--- config.mk ---
export PLATFORM = sky130hd
export DESIGN_NAME = fxp_add_scheduler
export DESIGN_NICKNAME = d
export VERILOG_FILES = /design/src/rtl/fxp_add_scheduler.sv
export SDC_FILE = /design/constraint.sdc
export NUM_CORES = 1
export LEC_CHECK = 0
export CORE_MARGIN = 2
export CORE_UTILIZATION = 29
export CTS_CLUSTER_DIAMETER = 150
export DETAILED_ROUTE_END_ITERATION = 10
export DONT_BUFFER_PORTS = 1
export PLACE_DENSITY_LB_ADDON = 0.2
export SLEW_MARGIN = 25
export SYNTH_ARGS = -nofsm -noshare
export SYNTH_HDL_FRONTEND = slang
export SYNTH_SLANG_ARGS = --single-unit
--- constraint.sdc ---
create_clock -name clk -period 14.06 [get_ports clk]
set_input_delay 4.218 -clock clk [delete_from_list [all_inputs] [get_ports clk]]
set_output_delay 4.218 -clock clk [all_outputs]
set_load 0.03 [all_outputs]
--- src/rtl/fxp_add_scheduler.sv ---
// Round-robin scheduler sharing one sign-magnitude fixed-point adder among NREQ requesters.
// Latency: request handshake in cycle t gives res_valid in cycle t+2; accepts are at least 3 cycles apart.
// Backpressure: res_* held while res_ready is low; no request is accepted until the result is taken.
module fxp_add_scheduler #(
  parameter int N    = 16,
  parameter int Q    = 8,
  parameter int NREQ = 4,
  parameter int IDW  = 2
) (
  input  logic              clk,
  input  logic              rst,
  input  logic [NREQ-1:0]   req_valid,
  output logic [NREQ-1:0]   req_ready,
  input  logic [NREQ*N-1:0] req_a,
  input  logic [NREQ*N-1:0] req_b,
  output logic              res_valid,
  input  logic              res_ready,
  output logic [N-1:0]      res_data,
  output logic [IDW-1:0]    res_id,
  output logic              res_ovf,
  output logic              busy
);

  // Reject configurations the ID width or word format cannot represent.
  if (NREQ < 2 || NREQ > 8 || IDW != $clog2(NREQ) || Q > N - 1) begin : g_param_check
    $error("fxp_add_scheduler: invalid parameter combination");
  end

  typedef enum logic [1:0] {IDLE, EXEC, HOLD} state_t;

  state_t         state;
  logic [IDW-1:0] rr_ptr;
  logic [N-1:0]   op_a;
  logic [N-1:0]   op_b;
  logic [IDW-1:0] op_id;

  logic           found;
  logic [IDW-1:0] winner;
  logic [IDW:0]   idx;

  logic [N-2:0]   ma, mb, mag;
  logic           sa, sb, sgn, ovf;
  logic [N-1:0]   sum;

  // Cyclic search for the first valid requester starting at rr_ptr.
  always_comb begin
    found  = 1'b0;
    winner = '0;
    idx    = '0;
    for (int k = 0; k < NREQ; k++) begin
      idx = (IDW+1)'(rr_ptr) + (IDW+1)'(k);
      if (idx >= (IDW+1)'(NREQ)) idx = idx - (IDW+1)'(NREQ);
      if (!found && req_valid[idx[IDW-1:0]]) begin
        found  = 1'b1;
        winner = idx[IDW-1:0];
      end
    end
  end

  // Grant is offered only while idle, and only to the search winner.
  always_comb begin
    req_ready = '0;
    if (state == IDLE && found) req_ready = NREQ'(1) << winner;
  end

  // Sign-magnitude add of the latched operands; zero magnitude is always reported as +0.
  always_comb begin
    ma  = op_a[N-2:0];
    mb  = op_b[N-2:0];
    sa  = op_a[N-1];
    sb  = op_b[N-1];
    sum = {1'b0, ma} + {1'b0, mb};
    ovf = 1'b0;
    if (sa == sb) begin
      ovf = sum[N-1];
      mag = ovf ? '1 : sum[N-2:0];
      sgn = sa;
    end else if (ma >= mb) begin
      mag = ma - mb;
      sgn = sa;
    end else begin
      mag = mb - ma;
      sgn = sb;
    end
    if (mag == '0) sgn = 1'b0;
  end

  assign busy = (state != IDLE);

  // Control FSM: accept in IDLE, compute in EXEC, present result in HOLD.
  always_ff @(posedge clk) begin
    if (rst) begin
      state     <= IDLE;
      rr_ptr    <= '0;
      op_a      <= '0;
      op_b      <= '0;
      op_id     <= '0;
      res_valid <= 1'b0;
      res_data  <= '0;
      res_id    <= '0;
      res_ovf   <= 1'b0;
    end else begin
      case (state)
        IDLE: begin
          if (found) begin
            op_a   <= req_a[winner*N +: N];
            op_b   <= req_b[winner*N +: N];
            op_id  <= winner;
            rr_ptr <= (winner == IDW'(NREQ - 1)) ? '0 : winner + 1'b1;
            state  <= EXEC;
          end
        end
        EXEC: begin
          res_data  <= {sgn, mag};
          res_ovf   <= ovf;
          res_id    <= op_id;
          res_valid <= 1'b1;
          state     <= HOLD;
        end
        HOLD: begin
          if (res_ready) begin
            res_valid <= 1'b0;
            state     <= IDLE;
          end
        end
        default: state <= IDLE;
      endcase
    end
  end

endmodule

==> results.toml, run 1 <==
[final_layout]
final_common_cell = "nand2_1"
n_antenna_cell = 0
area_growth_pct = 8.45
fill_cells = 1993
drive_gt1_share_pct = 10.1
finalNetCount = 887
mostFrequentLayoutCells = "80 x nand2_1, 72 x nor2_1, 62 x a21oi_1, 58 x dfxtp_1, 54 x inv_1"

[synth]
synth_compound_area_share_pct = 29.6
synth_enable_flop_cells = 0
synth_top_family_by_area = "compound AO/OA/AOI/OAI gates"
muxShareOfSynthArea_pct = 10.1
yosysTopAreaCell = "dfxtp_1"
synth_cells = 726
synthesis.nets = 914
ys_seq_area_share_pct = 21.0
synth_fa_ha_area_share_pct = 12.4
async_reset_ff_share_pct = 0
netlist.area_leader.share_pct = 21.0
ys_warn_count = 0
synth_top_cells_by_area = "dfxtp_1 21%, ha_1 11%, a21oi_1 5.6%"
synthesis.area_sq_um = 5520
synth.ff_latch_count = 58
synth_xor_area_share_pct = 0.317
synth.distinct_cells = 75
syn_avg_cell_area_sq_um = 7.61
synth_flop_cell = "dfxtp_1"
yosys.area_share.simple_pct = 19.2

[cts]
h-tree-depth = 3
cts-root-buf = "clkbuf_16"
cts_tree = "built"
post_cts_buffers = 0
cts_hold_buf = 0
clk_pin_slew_ns = 0.05
cts_buffers = 9
clkSinkCount = 58
clk_latency_ns = 0.34
clockBufferDepth = 2
cts_resized = 0

[global_route]
grt_max_degree = 59
track_usage_pct = 17.1
grt_pass1_wl_um = 27100
grt_overflow_total = 0
antenna_found_initial = 0
grt_pass1_vias = 4919

[floorplan]
start_util_pct = 29.5
core_area_sq_um = 18700
die_y_um = 142
die-area_sq_um = 20200
die_w_um = 142
io_pins = 160
core.rowCount = 50

[setup_path]
slowest_delay_ns = 0.56
worst_setup_path_end_kind = "primary output"
r2r_slack_ns = 9.90
crit_type = "input pin to primary output"
r2r-end = "res_data[15]"
cp.required_ns = 9.84
startpoint = "req_valid[0]"
worstPathArrival_ns = 6.27
cp-start-kind = "input pin"
path_max_fanout = 56
endpoint = "req_ready[0]"
reg2reg_depth = 12
timing.rr.start = "op_a[10]"
crit_slowest_cell = "buf_4"
crit_chain = "inv_1 -> nor2_1 -> a21oi_1 -> nor2_1 -> a211oi_4 -> buf_4 -> inv_1 -> ha_1 -> inv_1 -> nor2_1"

[power_and_ir_drop]
p_leak_nw = 2.45
peakVddDrop_mv = 0.0675
p_per_area_nw_per_um2 = 182

[sta]
fin_ws_ns = 3.57
finClkSkew_ns = 0.00503
slew_viol_final = 0
period_share_pct = 74.6
grt_setup_unrepaired = "no"
finalSetupViolations = 0
hold_violations = 0
max_clock_freq_ghz = 0.0953
tns_ns = 0
fin_crit_ns = 10.49
worst_pin_slew_ns = 0.744
slew_headroom_pct = 49.1

[place]
dp_hpwl_um = 13900
gp_congestion = 0.897
portBuffers = 0
pre_cts_ws_ns = 3.59

[routing]
dr.pass1.iters = 7
ant_nets = 0
drt-total-wl_um = 17600
num_vias = 5230
wl_per_cell_um = 18.7
drt_iter0_drc = 345
route.detailed.drc = 0
viasPerCell = 5.58

[status]
outcome = "completed"

[run]
drv_cap = 0

[hold_path]
min_path_type = "register to register"
-- worst max-delay path, delay by kind of cell --
family / cells / cell delay [ns]
buf+inv: 4 / 1.12
fa+ha+maj: 1 / 0.33
simple gates: 3 / 0.27
compound gates: 2 / 0.33
-- stage by stage --
stage	instances	power (W)	hold WS, ns	util (%)	instance area, sq um
floorplan	726	0.000716	0.432	-	5520
global placement	922	0.000864	0.457	30.4	5690
detailed placement	922	0.000868	0.458	30.4	5690
CTS	938	0.00110	0.463	32.0	5990
global route	938	0.00118	0.476	32.0	5990
finish	938	0.00109	0.465	32.0	5990
-- report_power, final --
part	switching, W	internal [W]	total [W]	leakage, nW
logic	0.000394	0.000240	0.000634	1.82
registers	0.0000463	0.000192	0.000238	0.478
clock network	0.0000741	0.000146	0.000221	0.147
total	0.000514	0.000579	0.00109	2.45
-- cell families after synthesis --
kind of cell    count (synthesis)
compound gates                233
xor+xnor                        2
fa+ha+maj                      53
buf+inv                       100
flops                          58
mux                            53
simple gates                  227
-- routing by layer --
layer  global-route usage [%]  part of all wire [%]  up-vias
met5                        0                     0        -
met4                     4.95                   1.5        0
met3                     4.14                   6.3       21
met2                     25.4                    44      191
met1                     24.5                    48     2427
li1                         -                     -     2591
-- sequential cells by signal, indices dropped and copies added (netlist names) --
register   count
res_valid      1
op_a          16
op_id          2
rr_ptr         2
res_data      16
res_id         2
state          2
res_ovf        1
op_b          16
-- layout make-up --
class                      instances  area (sq um)  area share, %
clock buffer                      14           264           4.41
inverter                          55           206           3.45
timing repair buffer               7          52.6          0.877
tap                              234           293           4.89
clock inverter                     2          35.0          0.585
sequential                        58          1160           19.4
multi-input combinational        568          3980           66.4
-- synthesized netlist by cell type, drive strengths merged, types with 4 or more instances --
cell / n
o311ai: 4
nand3: 5
nor2: 73
and2: 6
mux2: 24
a2bb2oi: 6
o22ai: 30
a311oi: 13
nand2: 81
a211oi: 14
and3: 16
nor2b: 5
mux2i: 29
a221oi: 10
clkbuf: 32
or2: 4
o21bai: 4
inv: 54
nand4: 7
a21o: 7
a22oi: 20
dfxtp: 58
nor3: 9
buf: 13
a21oi: 64
o211ai: 5
o21ai: 23
o21a: 7
ha: 50
nand2b: 8
-- how the worst min path moves through the flow --
stage	from	depth (start not counted)	to
floorplan	op_id[0]	2	res_id[0]
global placement	op_id[1]	2	res_id[1]
detailed placement	op_id[1]	2	res_id[1]
CTS	op_id[1]	2	res_id[1]
global route	op_id[1]	2	res_id[1]
finish	op_id[1]	2	res_id[1]
No activity file was read; power rests on OpenSTA's default activity.
==> inputs of run 2 (changes only) <==
- clock period: 14.06 -> 8.6 ns (I/O delays scaled with it)
==> run 2 against run 1 <==
Combinational power rose by 64%. Final cell count is 0.11% higher. Wire length fell by 0.39%. Largest power group unchanged. Count of clock-buffer cells in the layout unchanged. Cell area grew 0.13%. Worst setup slack got worse by 1.9 ns. Sequential power grew 64%. Worst hold slack got worse by 0.0094 ns. Core utilization hardly changed. Flip-flop and latch count unchanged.
==> results.toml, run 2 (synthesis gave the netlist of run 1 again) <==
[setup_path]
slowest_delay_ns = 0.54
timing.rr.start = "op_a[10]"
worstPathArrival_ns = 4.40
reg2reg_depth = 12
cp.required_ns = 6.02
crit_slowest_cell = "a211oi_4"
path_max_fanout = 16
crit_chain = "inv_1 -> nor2_1 -> a21oi_1 -> nor2_1 -> a211oi_4 -> inv_1 -> ha_1 -> inv_1 -> nor2_1"
worst_setup_path_end_kind = "primary output"
crit_type = "input pin to primary output"
r2r_slack_ns = 4.43
r2r-end = "res_data[15]"
cp-start-kind = "input pin"

[sta]
holdWs_ns = 0.455
fin_crit_ns = 6.98
slew_viol_final = 0
grt_setup_unrepaired = "no"
finalSetupViolations = 0
finClkSkew_ns = 0.00430
tns_ns = 0
max_clock_freq_ghz = 0.143
hold_violations = 0
worst_pin_slew_ns = 0.726
period_share_pct = 81.1
slew_headroom_pct = 50.4

[floorplan]
start_util_pct = 29.5
io_pins = 160
die_y_um = 142
die_w_um = 142
core_area_sq_um = 18700
core.rowCount = 50
die-area_sq_um = 20200

[cts]
h-tree-depth = 3
cts_resized = 0
cts-root-buf = "clkbuf_16"
clk_latency_ns = 0.33
clk_pin_slew_ns = 0.05
cts_hold_buf = 0
cts_tree = "built"
cts_buffers = 9
post_cts_buffers = 0
clkSinkCount = 58
clockBufferDepth = 2

[run]
drv_cap = 0

[final_layout]
instances_no_fill = 939
mostFrequentLayoutCells = "80 x nand2_1, 72 x nor2_1, 62 x a21oi_1, 58 x dfxtp_1, 54 x inv_1"
reg_top3 = "op_a: 16 flops, op_b: 16 flops, res_data: 16 flops"
finalNetCount = 888
n_antenna_cell = 0
drive_gt1_share_pct = 10.2
multi_input_area_sq_um = 3980
final_util_pct = 32.1
fill_cells = 1949
area_growth_pct = 8.58
register_area_sq_um = 1160
final_common_cell = "nand2_1"

[routing]
num_vias = 5269
drt_iter0_drc = 357
viasPerCell = 5.61
dr.pass1.iters = 5
ant_nets = 0
wl_per_cell_um = 18.6
drt-total-wl_um = 17500
route.detailed.drc = 0

[global_route]
track_usage_pct = 17.1
antenna_found_initial = 0
grt_pass1_vias = 4982
grt_overflow_total = 0
grt_max_degree = 59
grt_pass1_wl_um = 27100

[place]
dp_hpwl_um = 14000
portBuffers = 0
dp_cells = 923
gp_congestion = 0.893

[hold_path]
timing.hold.worst_endpoint = "res_id[1]"
min_path_type = "register to register"
min_from = "op_id[1]"
holdPathStages = 2

[power_and_ir_drop]
p_leak_nw = 2.45
p_per_area_nw_per_um2 = 298
peakVddDrop_mv = 0.130

[status]
outcome = "completed"
==> run 2: critical path, delay by kind of cell <==
family / cells / cell delay [ns]
adder cells (fa/ha/maj): 1 / 0.32
buffers and inverters: 3 / 0.54
AND/OR/NAND/NOR: 3 / 0.27
AO/OA/AOI/OAI: 2 / 0.66
==> run 2: where the power goes <==
group | internal, W | switching (W)
Combinational | 0.000395 | 0.000642
Clock | 0.000239 | 0.000120
Sequential | 0.000314 | 0.0000768
==> run 2: metal layers <==
metal,vias to the layer above,GRT usage [%],part of all wire (%)
met5,-,0,0
met4,0,4.68,1.4
met3,14,3.57,5.2
met2,164,25.7,44
met1,2490,24.8,49
li1,2601,-,-
==> run 2: area by class of cell <==
cell class / instances / area share (%)
clock buffer: 14 / 4.40
sequential: 58 / 19.4
multi-input combinational: 568 / 66.3
clock inverter: 2 / 0.584
inverter: 55 / 3.44
tap: 234 / 4.88
timing repair buffer: 8 / 1.00
==> run 2: per-stage QoR <==
| stage | setup WS, ns | area, sq um | power (W) |
|---|---|---|---|
| finish | 1.62 | 6000 | 0.00179 |
| global route | 1.45 | 6000 | 0.00192 |
| global placement | 1.80 | 5700 | 0.00142 |
| detailed placement | 1.69 | 5700 | 0.00142 |
| CTS | 1.69 | 6000 | 0.00179 |
| floorplan | 1.14 | 5520 | 0.00117 |
==> run 2: how the worst max path moves through the flow <==
stage	cells past startpoint	slack [ns]	from	end
final	9	1.62	req_valid[0]	req_ready[0]
after detailed placement	9	1.69	req_valid[0]	req_ready[0]
after CTS	9	1.69	req_valid[0]	req_ready[0]
after floorplan	10	1.14	req_valid[0]	req_ready[3]
after global routing	9	1.45	req_valid[0]	req_ready[0]
after global placement	9	1.80	req_valid[0]	req_ready[0]
